===== src/rtl/pc_sequencer_pkg.sv =====
// Shared definitions for the instruction-fetch program counter: opcode encodings
// and width helpers used by the sequencer, its bus interface and the op decoder.
package pc_sequencer_pkg;

  localparam int OP_WIDTH = 3;

  // Codes 000/001/011 keep the meaning of the legacy 2-bit flag PC.
  typedef enum logic [OP_WIDTH-1:0] {
    OP_INC   = 3'b000,
    OP_JUMP  = 3'b001,
    OP_BRNCH = 3'b010,
    OP_HOLD  = 3'b011,
    OP_CALL  = 3'b100,
    OP_RET   = 3'b101,
    OP_RSVD6 = 3'b110,
    OP_RSVD7 = 3'b111
  } op_e;

  function automatic int sp_width(input int depth);
    return $clog2(depth + 1);
  endfunction

endpackage


===== src/rtl/pc_sequencer_if.sv =====
// Fetch-control bus between the op decoder (master) and the PC sequencer (slave).
interface pc_sequencer_if
  import pc_sequencer_pkg::*;
#(
  parameter int ADDR_WIDTH  = 10,
  parameter int STACK_DEPTH = 8
);

  localparam int SP_WIDTH = sp_width(STACK_DEPTH);

  logic                  stall;
  logic [OP_WIDTH-1:0]   op;
  logic [ADDR_WIDTH-1:0] target;
  logic [ADDR_WIDTH-1:0] add_inst;
  logic [SP_WIDTH-1:0]   sp;
  logic                  stk_full;
  logic                  stk_empty;
  logic                  ovf_err;
  logic                  unf_err;

  modport master (
    output stall, op, target,
    input  add_inst, sp, stk_full, stk_empty, ovf_err, unf_err
  );

  modport slave (
    input  stall, op, target,
    output add_inst, sp, stk_full, stk_empty, ovf_err, unf_err
  );

endinterface


===== src/rtl/pc_sequencer_ret_stack.sv =====
// Return-address LIFO for CALL/RET; silently ignores a push when full and a pop
// when empty, leaving the error reporting to the caller.
module ret_stack #(
  parameter int WIDTH = 10,
  parameter int DEPTH = 8
) (
  input  logic                       clock,
  input  logic                       reset,
  input  logic                       push,
  input  logic                       pop,
  input  logic [WIDTH-1:0]           din,
  output logic [WIDTH-1:0]           dout,
  output logic [$clog2(DEPTH+1)-1:0] sp,
  output logic                       full,
  output logic                       empty
);

  localparam int SPW  = $clog2(DEPTH + 1);
  localparam int IDXW = (DEPTH > 1) ? $clog2(DEPTH) : 1;

  logic [WIDTH-1:0] mem [DEPTH];
  logic [SPW-1:0]   sp_q;

  assign full  = (sp_q == SPW'(DEPTH));
  assign empty = (sp_q == '0);
  assign sp    = sp_q;
  assign dout  = mem[IDXW'(sp_q - SPW'(1))];

  always_ff @(posedge clock) begin
    if (reset) begin
      sp_q <= '0;
    end else if (push && !full) begin
      sp_q <= sp_q + SPW'(1);
    end else if (pop && !empty) begin
      sp_q <= sp_q - SPW'(1);
    end
  end

  // NOTE: the storage array has no reset; only sp is cleared, so entries above sp
  // are never read and the array can map onto plain registers or distributed RAM.
  always_ff @(posedge clock) begin
    if (!reset && push && !full) begin
      mem[IDXW'(sp_q)] <= din;
    end
  end

endmodule


===== src/rtl/pc_sequencer.sv =====
// Program-counter unit for instruction fetch: increment, jump, relative branch,
// hold and CALL/RET through a return-address stack, with sticky stack error flags.
module pc_sequencer
  import pc_sequencer_pkg::*;
#(
  parameter int                    ADDR_WIDTH   = 10,
  parameter int                    STACK_DEPTH  = 8,
  parameter logic [ADDR_WIDTH-1:0] RESET_VECTOR = '0,
  parameter int                    INC_STEP     = 1
) (
  input logic          clock,
  input logic          reset,
  pc_sequencer_if.slave bus
);

  localparam logic [ADDR_WIDTH-1:0] STEP = ADDR_WIDTH'(INC_STEP);

  logic [ADDR_WIDTH-1:0] pc_q;
  logic [ADDR_WIDTH-1:0] pc_next;
  logic [ADDR_WIDTH-1:0] stk_top;
  logic                  push;
  logic                  pop;
  logic                  ovf_set;
  logic                  unf_set;
  logic                  ovf_q;
  logic                  unf_q;

  ret_stack #(
    .WIDTH (ADDR_WIDTH),
    .DEPTH (STACK_DEPTH)
  ) u_ret_stack (
    .clock (clock),
    .reset (reset),
    .push  (push),
    .pop   (pop),
    .din   (pc_q + STEP),
    .dout  (stk_top),
    .sp    (bus.sp),
    .full  (bus.stk_full),
    .empty (bus.stk_empty)
  );

  // NOTE: every output of this block gets a default first, so no path through
  // the case statement can leave a signal unassigned and infer a latch.
  always_comb begin
    pc_next = pc_q;
    push    = 1'b0;
    pop     = 1'b0;
    ovf_set = 1'b0;
    unf_set = 1'b0;
    if (!bus.stall) begin
      unique case (op_e'(bus.op))
        OP_INC:   pc_next = pc_q + STEP;
        OP_JUMP:  pc_next = bus.target;
        // Two's-complement offset: a plain modulo add gives the signed result.
        OP_BRNCH: pc_next = pc_q + bus.target;
        OP_CALL: begin
          if (bus.stk_full) begin
            ovf_set = 1'b1;
          end else begin
            push    = 1'b1;
            pc_next = bus.target;
          end
        end
        OP_RET: begin
          if (bus.stk_empty) begin
            unf_set = 1'b1;
          end else begin
            pop     = 1'b1;
            pc_next = stk_top;
          end
        end
        default: pc_next = pc_q;
      endcase
    end
  end

  // NOTE: state registers use non-blocking assignments so every register samples
  // the pre-edge values, independent of statement order.
  always_ff @(posedge clock) begin
    if (reset) begin
      pc_q  <= RESET_VECTOR;
      ovf_q <= 1'b0;
      unf_q <= 1'b0;
    end else begin
      pc_q  <= pc_next;
      ovf_q <= ovf_q | ovf_set;
      unf_q <= unf_q | unf_set;
    end
  end

  assign bus.add_inst = pc_q;
  assign bus.ovf_err  = ovf_q;
  assign bus.unf_err  = unf_q;

endmodule


===== src/flat_wrapper.sv =====
// flat-port wrapper written by rule: the top's interface ports become plain ports
module pc_sequencer_flat import pc_sequencer_pkg::*;
#(
  parameter int                    ADDR_WIDTH   = 10,
  parameter int                    STACK_DEPTH  = 8,
  parameter logic [ADDR_WIDTH-1:0] RESET_VECTOR = '0,
  parameter int                    INC_STEP     = 1
)
  (clock, reset, bus_stall, bus_op, bus_target, bus_add_inst, bus_sp, bus_stk_full, bus_stk_empty, bus_ovf_err, bus_unf_err);
  pc_sequencer_if #(.ADDR_WIDTH(ADDR_WIDTH), .STACK_DEPTH(STACK_DEPTH)) bus_i ();
  input logic clock;
  input logic reset;
  input wire logic [$bits(bus_i.stall)-1:0] bus_stall;
  input wire logic [$bits(bus_i.op)-1:0] bus_op;
  input wire logic [$bits(bus_i.target)-1:0] bus_target;
  output wire logic [$bits(bus_i.add_inst)-1:0] bus_add_inst;
  output wire logic [$bits(bus_i.sp)-1:0] bus_sp;
  output wire logic [$bits(bus_i.stk_full)-1:0] bus_stk_full;
  output wire logic [$bits(bus_i.stk_empty)-1:0] bus_stk_empty;
  output wire logic [$bits(bus_i.ovf_err)-1:0] bus_ovf_err;
  output wire logic [$bits(bus_i.unf_err)-1:0] bus_unf_err;
  assign bus_i.stall = bus_stall;
  assign bus_i.op = bus_op;
  assign bus_i.target = bus_target;
  assign bus_add_inst = bus_i.add_inst;
  assign bus_sp = bus_i.sp;
  assign bus_stk_full = bus_i.stk_full;
  assign bus_stk_empty = bus_i.stk_empty;
  assign bus_ovf_err = bus_i.ovf_err;
  assign bus_unf_err = bus_i.unf_err;
  pc_sequencer #(.ADDR_WIDTH(ADDR_WIDTH), .STACK_DEPTH(STACK_DEPTH), .RESET_VECTOR(RESET_VECTOR), .INC_STEP(INC_STEP)) u_core (.clock(clock), .reset(reset), .bus(bus_i));
endmodule

===== config.mk =====
export PLATFORM = sky130hd
export DESIGN_NAME = pc_sequencer_flat
export DESIGN_NICKNAME = d
export VERILOG_FILES = /design/src/rtl/pc_sequencer_pkg.sv /design/src/rtl/pc_sequencer_if.sv /design/src/rtl/pc_sequencer_ret_stack.sv /design/src/rtl/pc_sequencer.sv /design/src/flat_wrapper.sv
export SDC_FILE = /design/constraint.sdc
export NUM_CORES = 1
export LEC_CHECK = 0
export CORE_MARGIN = 3
export CORE_UTILIZATION = 64
export DETAILED_ROUTE_END_ITERATION = 6
export GPL_ROUTABILITY_DRIVEN = 0
export GPL_TIMING_DRIVEN = 0
export PLACE_DENSITY = 0.86
export SYNTH_ARGS = -nofsm -noshare
export SYNTH_HDL_FRONTEND = slang
export SYNTH_SLANG_ARGS = --single-unit

===== constraint.sdc =====
create_clock -name clock -period 7.6 [get_ports clock]
set_clock_uncertainty 0.2 [all_clocks]
set_input_delay 1.14 -clock clock [delete_from_list [all_inputs] [get_ports clock]]
set_output_delay 1.14 -clock clock [all_outputs]
set_load 0.01 [all_outputs]

==> results.sh, run 1 <==
export IMPL_grtUsageMet2_pct=44.2
export IMPL_ctsResizeCount=0
export IMPL_clock_sinks=96
export IMPL_yosys_warnings=0
export IMPL_die_y_microns=94.0
export IMPL_grt_use_total_pct=28.2
export IMPL_met3_usage_pct=6.73
export IMPL_io_buffers=33
export IMPL_cellPowerDensity_nw_per_um2=192
export IMPL_drive_gt1_share_pct=11.5
export IMPL_grt_busiest_layer="met2"
export IMPL_p_leak_uw=0.00190
export IMPL_final_max_slew_violation_count=0
export IMPL_ys_ff_latch=96
export IMPL_ys_seq_area_share_pct=55.0
export IMPL_cts_setup_buffers=0
export IMPL_viasPerCell=6.58
export IMPL_path_max_fanout=10
export IMPL_period_minus_slack_ns=4.31
export IMPL_synth_nets=426
export IMPL_grt_overflow=0
export IMPL_final_cells=544
export IMPL_nNetsFinal=470
export IMPL_grt_max_degree=17
export IMPL_core_area_sq_um=7370
export IMPL_die_area_sq_um=8830
export IMPL_async_flop_share_pct=0
export IMPL_die_w_microns=94.0
export IMPL_synth_area_sq_um=4950
export IMPL_cp_slowest_cell="nor2_1"
export IMPL_io_pins=34
export IMPL_comb_power_share_pct=14.6
export IMPL_cts_hold_buf=0
export IMPL_grt_pass1_vias=3469
export IMPL_dr_total_vias=3582
export IMPL_place_inst=529
export IMPL_synthFlopType="edfxtp_1"
export IMPL_drtIter0Drc=468
export IMPL_maxSlewHeadroom_pct=21.4
export IMPL_fin_crit_sh_pct=56.7
export IMPL_syn_inst=397
export IMPL_cts_buffers=9
export IMPL_rsz0062_at_grt="no"
export IMPL_initial_core_util_pct=67.2
export IMPL_crit_path_start_kind="input pin"
export IMPL_grt_pass1_wl_microns=18400
export IMPL_clockPowerShare_pct=30.6
export IMPL_worstMarginPinSlew_ns=1.17
export IMPL_clkLatencyLatePin_ns=0.37
export IMPL_crit_type="input pin to register"
export IMPL_critPathRequiredTime_ns=7.37
export IMPL_setup_worst_path_end_class="register"
export IMPL_final_antenna_net_count=0
export IMPL_clk_pin_slew_ns=0.09
export IMPL_synth_distinct_cells=64
export IMPL_h_tree_depth=3
export IMPL_rows=31
export IMPL_swShare_pct=25.9
export IMPL_critPathArrivalTime_ns=4.08
export IMPL_cts_buffer_depth=2
export IMPL_status="finished, final reports clean"
export IMPL_ir_worst_vdd_v=0.000162
export IMPL_drt_wl_total_microns=11700
export IMPL_root_buffer="clkbuf_8"
export IMPL_drtPass1Iterations=5
export IMPL_diodes=0
export IMPL_antenna_found_initial=0
export IMPL_use_met1_pct=38.8
export IMPL_drcViolationCount=0
export IMPL_areaGrowthSynthToFinish_pct=13.2
export IMPL_cpPeakStageDelay_ns=0.92
export IMPL_setup_tns_ns=0
export IMPL_syn_avg_cell_area_sq_um=12.5
export IMPL_crit_chain="clkdlybuf4s50_1 > buf_2 > nor4b_1 > nand2b_1 > or3_1 > nor2_1"
export IMPL_hold_violations=0
export IMPL_p_int_uw=800
export IMPL_seqPwrFrac_pct=54.8
export IMPL_wl_per_cell_microns=21.4
export IMPL_dp_hpwl_microns=8290
export IMPL_hp_class="register to register"
export IMPL_setup_viol=0
export IMPL_fmax_ghz=0.232
export IMPL_synth_edff_count=80
export IMPL_drv_cap=0
export IMPL_switchingPower_uw=279
export IMPL_cts_tree="done"
## path summary, 6_finish.rpt
path                                                             from                                     end  slack (ns)  cells after the start
worst min-delay path                    u_core.bus.ovf_err$_SDFF_PP0_           u_core.bus.ovf_err$_SDFF_PP0_        0.32                      2
worst min register to register          u_core.bus.ovf_err$_SDFF_PP0_           u_core.bus.ovf_err$_SDFF_PP0_        0.32                      2
worst max-delay path                                        bus_op[2]  u_core.u_ret_stack.mem[6][1]$_DFFE_PP_        3.29                      6
worst max register to register  u_core.u_ret_stack.sp[0]$_SDFFE_PP0P_  u_core.u_ret_stack.mem[6][1]$_DFFE_PP_        3.84                      8
## layout by cell type (no fill, tap or decap), drive strengths merged, types with 3 or more instances in the layout
master,n
and3,5
nand3,11
edfxtp,80
a21oi,19
maj3,4
clkdlybuf4s50,33
or3,5
and2,4
clkbuf,17
ha,12
mux4,20
nor3,8
nand2,33
a211oi,8
inv,17
nor2,29
nand2b,7
mux2i,4
o21ai,17
a311oi,3
a31oi,3
buf,11
a22o,5
dfxtp,16
xnor2,10
nor4,3
nand4,5
a32oi,3
a2111oi,5
xor2,6
## metal layers
metal | share of wire (%) | routed length (microns)
met1 | 41 | 4750
met2 | 49 | 5700
met3 | 8.6 | 1000
met4 | 1.7 | 198
met5 | 0 | 0
## synth_stat cells (all sizes together) (3+ instances only)
master / n / area [sq um]
edfxtp: 80 / 2400
nand2: 33 / 124
nor2: 29 / 109
mux4: 20 / 450
a21oi: 19 / 95.1
o21ai: 17 / 85.1
dfxtp: 16 / 320
inv: 15 / 56.3
ha: 12 / 150
buf: 11 / 63.8
nand3: 11 / 55.1
xnor2: 10 / 87.6
a211oi: 8 / 60.1
clkbuf: 8 / 30.0
nor3: 8 / 40.0
nand2b: 7 / 43.8
xor2: 6 / 60.1
a2111oi: 5 / 46.3
a22o: 5 / 43.8
and3: 5 / 31.3
nand4: 5 / 31.3
or3: 5 / 31.3
and2: 4 / 25.0
maj3: 4 / 40.0
mux2i: 4 / 40.0
a311oi: 3 / 26.3
a31oi: 3 / 18.8
a32oi: 3 / 26.3
nor4: 3 / 18.8
## power groups by stage
| stage | registers [uW] | clock network [uW] | logic (uW) |
|---|---|---|---|
| 3_5_place_dp | 603 | 0 | 154 |
| 2_1_floorplan | 602 | 0 | 99.2 |
| 6_report | 591 | 330 | 157 |
| 3_3_place_gp | 603 | 0 | 149 |
| 4_1_cts | 591 | 335 | 155 |
| 5_1_grt | 593 | 355 | 171 |
## sequential cells by signal, indices dropped and copies added, names as in the netlist
register / count
u_core.u_ret_stack.mem: 80
u_core.bus.add_inst: 10
u_core.u_ret_stack.sp: 4
u_core.bus.ovf_err: 1
u_core.bus.unf_err: 1
## through the flow
step / setup slack, ns / utilization [%] / cell area [sq um] / hold slack, ns / power, uW
after detailed placement: 2.97 / 73.5 / 5420 / 0.289 / 757
final: 3.29 / 76.1 / 5610 / 0.315 / 1080
after floorplan: 4.02 / - / 4950 / 0.303 / 701
after global placement: 2.73 / 73.4 / 5410 / 0.252 / 751
after CTS: 3.34 / 76.1 / 5610 / 0.310 / 1080
after global routing: 3.13 / 76.1 / 5610 / 0.345 / 1120
## final cells by class
cell class / count / area, sq um
Sequential cell: 96 / 2720
Multi-Input combinational cell: 267 / 2090
Fill cell: 473 / 1760
Timing Repair Buffer: 33 / 330
Clock buffer: 9 / 124
Tap cell: 99 / 124
Buffer: 19 / 93.8
Clock inverter: 6 / 67.6
Inverter: 15 / 56.3
## kinds of logic (layout without fill, tap and decap cells)
kind of cell | count (synthesis) | after routing | share of synthesized area (%)
AND/OR/NAND/NOR | 125 | 125 | 12.8
flip-flops | 96 | 96 | 55.0
AO/OA/AOI/OAI | 84 | 84 | 11.8
buffers and inverters | 34 | 82 | 3.03
multiplexers | 25 | 25 | 10.1
adder cells (fa/ha/maj) | 17 | 17 | 4.24
XOR/XNOR | 16 | 16 | 2.98
## worst max-delay path, delay by kind of cell
kind	cells	cell delay, ns
buffers and inverters	2	0.70
and+or+nand+nor	4	2.24
(Power assumes the default switching activity.)
==> run 2: changes to the inputs <==
--- a/config.mk
+++ b/config.mk
@@ -6,11 +6,11 @@
 export NUM_CORES = 1
 export LEC_CHECK = 0
 export CORE_MARGIN = 3
-export CORE_UTILIZATION = 64
+export CORE_UTILIZATION = 53
 export DETAILED_ROUTE_END_ITERATION = 6
 export GPL_ROUTABILITY_DRIVEN = 0
 export GPL_TIMING_DRIVEN = 0
-export PLACE_DENSITY = 0.86
+export PLACE_DENSITY = 0.76
 export SYNTH_ARGS = -nofsm -noshare
 export SYNTH_HDL_FRONTEND = slang
 export SYNTH_SLANG_ARGS = --single-unit
==> constraint.sdc (replaced) <==
create_clock -name clock -period 3.9 [get_ports clock]
set_clock_uncertainty 0.2 [all_clocks]
set_input_delay 0.585 -clock clock [delete_from_list [all_inputs] [get_ports clock]]
set_output_delay 0.585 -clock clock [all_outputs]
set_load 0.01 [all_outputs]
==> run 2 against run 1 <==
Compared with the run above: setup slack lost 3.1 ns; largest cell class unchanged; sequential share of layout area shrank 0.31 points; cell count grew 1.8%; power grew 98%; via count shrank 2.1%; sequential power grew 95%; critical endpoint is now u_core.u_ret_stack.mem[6][2]$_DFFE_PP_; critical path depth grew 2; largest power group unchanged; sequential cell count is the same; highest routed layer unchanged; global-route usage shrank 4.9 points.
==> results.sh, run 2 (synthesized netlist as in run 1, its figures left out) <==
export IMPL_initial_core_util_pct=55.7
export IMPL_drive_gt1_share_pct=12.1
export IMPL_setup_worst_path_end_class="register"
export IMPL_io_buffers=33
export IMPL_ff2ff_setup_slack_ns=0.19
export IMPL_swShare_pct=26.5
export IMPL_grt_pass1_wl_microns=18000
export IMPL_critPathRequiredTime_ns=3.68
export IMPL_antenna_found_initial=0
export IMPL_worstHoldEndpoint="u_core.bus.ovf_err$_SDFF_PP0_"
export IMPL_wl_per_cell_microns=21.1
export IMPL_die_area_sq_um=10500
export IMPL_maxSlewHeadroom_pct=26.7
export IMPL_diodes=0
export IMPL_hp_class="register to register"
export IMPL_drt_wl_total_microns=11700
export IMPL_dr_total_vias=3507
export IMPL_cellPowerDensity_nw_per_um2=379
export IMPL_layout_common_cells="edfxtp_1, nand2_1, clkdlybuf4s50_1, nor2_1, mux4_2"
export IMPL_die_y_microns=103
export IMPL_status="finished, final reports clean"
export IMPL_holdPathStages=2
export IMPL_seqPwrFrac_pct=53.8
export IMPL_pre_cts_ws_ns=-0.0853
export IMPL_top_register="u_core.u_ret_stack.mem"
export IMPL_worst_path_buf_inv=3
export IMPL_cp_slowest_cell="nor2_1"
export IMPL_met3_usage_pct=4.13
export IMPL_cts_tree="done"
export IMPL_grt_pass1_vias=3393
export IMPL_r2r_start="u_core.u_ret_stack.sp[0]$_SDFFE_PP0P_"
export IMPL_cts_buffer_depth=2
export IMPL_setup_viol=0
export IMPL_crit_path_start_kind="register"
export IMPL_core_area_sq_um=8890
export IMPL_drtPass1Iterations=5
export IMPL_final_antenna_net_count=0
export IMPL_path_max_fanout=10
export IMPL_fmax_ghz=0.269
export IMPL_switchingPower_uw=568
export IMPL_hold_violations=0
export IMPL_crit_chain="buf_2 > buf_4 > inv_1 > ha_1 > and3b_1 > nand2b_1 > or3_1 > nor2_1"
export IMPL_use_met1_pct=30.4
export IMPL_h_tree_depth=3
export IMPL_clkLatencyLatePin_ns=0.37
export IMPL_critPathArrivalTime_ns=3.50
export IMPL_clock_sinks=96
export IMPL_worstHoldStart="u_core.bus.ovf_err$_SDFF_PP0_"
export IMPL_ir_worst_vdd_v=0.000292
export IMPL_root_buffer="clkbuf_8"
export IMPL_cts_hold_buf=0
export IMPL_rows=34
export IMPL_rsz0062_at_grt="no"
export IMPL_setup_tns_ns=0
export IMPL_cpPeakStageDelay_ns=0.87
export IMPL_grt_use_total_pct=23.3
export IMPL_cts_buffers=9
export IMPL_fin_crit_sh_pct=95.2
export IMPL_p_int_uw=1570
export IMPL_worstSetupStartpoint="u_core.u_ret_stack.sp[0]$_SDFFE_PP0P_"
export IMPL_crit_type="register to register"
export IMPL_cp_top_family="simple AND/OR/NAND/NOR gates"
export IMPL_p_leak_uw=0.00191
export IMPL_largest_reg_flops=80
export IMPL_final_max_slew_violation_count=0
export IMPL_worstMarginPinSlew_ns=1.10
export IMPL_io_pins=34
export IMPL_dp_hpwl_microns=8210
export IMPL_comb_power_share_pct=14.3
export IMPL_areaGrowthSynthToFinish_pct=14.0
export IMPL_grt_max_degree=19
export IMPL_grt_busiest_layer="met2"
export IMPL_clk_pin_slew_ns=0.10
export IMPL_nNetsFinal=470
export IMPL_drcViolationCount=0
export IMPL_drv_cap=0
export IMPL_ff2ff_path_depth=8
export IMPL_grt_overflow=0
export IMPL_final_common_cell="edfxtp_1"
export IMPL_fin_ws_ns=0.187
export IMPL_grtUsageMet2_pct=39.5
export IMPL_clockPowerShare_pct=31.9
export IMPL_die_w_microns=103
export IMPL_drtIter0Drc=310
export IMPL_viasPerCell=6.33
export IMPL_period_minus_slack_ns=3.71
export IMPL_rr_endpoint="u_core.u_ret_stack.mem[6][2]$_DFFE_PP_"
==> run 2: changes by cell type in the layout (fill, tap and decap cells not counted), sizes merged <==
| cell | previous run | this run |
|---|---|---|
| clkinv | 2 | 3 |
| clkinvlp | 1 | 0 |
| inv | 17 | 18 |
==> run 2: worst max-delay path by stage <==
stage / endpoint / slack (ns) / cells after the start
after floorplan: u_core.u_ret_stack.mem[0][0]$_DFFE_PP_ / 0.55 / 8
after global placement: u_core.u_ret_stack.mem[0][0]$_DFFE_PP_ / -0.44 / 6
after detailed placement: u_core.u_ret_stack.mem[4][0]$_DFFE_PP_ / -0.09 / 6
after CTS: u_core.u_ret_stack.mem[5][3]$_DFFE_PP_ / 0.17 / 8
after global routing: u_core.u_ret_stack.mem[6][5]$_DFFE_PP_ / 0.003 / 8
final: u_core.u_ret_stack.mem[6][2]$_DFFE_PP_ / 0.19 / 8
==> run 2: metrics by stage <==
step	power (uW)	util (%)	hold slack [ns]	cell area [sq um]	instances
final	2140	63.5	0.281	5640	554
after global routing	2220	63.5	0.329	5640	554
after CTS	2150	63.4	0.285	5640	554
after detailed placement	1480	61.0	0.259	5430	538
after global placement	1470	60.9	0.252	5420	538
after floorplan	1370	-	0.303	4950	397
==> run 2: cell type report <==
| cell class | instances | area (sq um) |
|---|---|---|
| clock inverter | 7 | 87.6 |
| tap | 108 | 135 |
| multi-input combinational | 267 | 2090 |
| buffer | 19 | 93.8 |
| inverter | 15 | 56.3 |
| timing repair buffer | 33 | 330 |
| fill | 671 | 3250 |
| clock buffer | 9 | 124 |
| sequential | 96 | 2720 |
==> run 2: timing repair <==
action                                  4_1_cts  5_1_grt
gates resized for setup                       0        2
endpoints found under the setup margin        0        8
setup buffers                                 0        0
==> run 2: layer usage <==
layer / up-vias / share of wire, %
met5: - / 0
li1: 1630 / -
met4: 0 / 2.0
met2: 143 / 49
met3: 22 / 6.4
met1: 1712 / 42
==> run 2: power by group through the flow <==
stage	combinational, uW	clock, uW	sequential, uW
final	306	682	1150
after global routing	334	736	1150
after CTS	303	693	1150
after detailed placement	301	0	1180
after global placement	291	0	1170
after floorplan	193	0	1170
==> run 2: worst register-to-register path, cell delays in order (launching register included) <==
cell and delay [ns]:
dfxtp_1 0.37, buf_2 0.28, buf_4 0.27, inv_1 0.08, ha_1 0.31, and3b_1 0.25
nand2b_1 0.24, or3_1 0.46, nor2_1 0.87
==> run 3: changes to the inputs <==
--- a/config.mk
+++ b/config.mk
@@ -5,6 +5,7 @@
 export SDC_FILE = /design/constraint.sdc
 export NUM_CORES = 1
 export LEC_CHECK = 0
+export ABC_CLOCK_PERIOD_IN_PS = 3900
 export CORE_MARGIN = 3
 export CORE_UTILIZATION = 53
 export DETAILED_ROUTE_END_ITERATION = 6
==> results of run 3 <==
No change in the layout: final DEF, timing and power equal those of run 2.
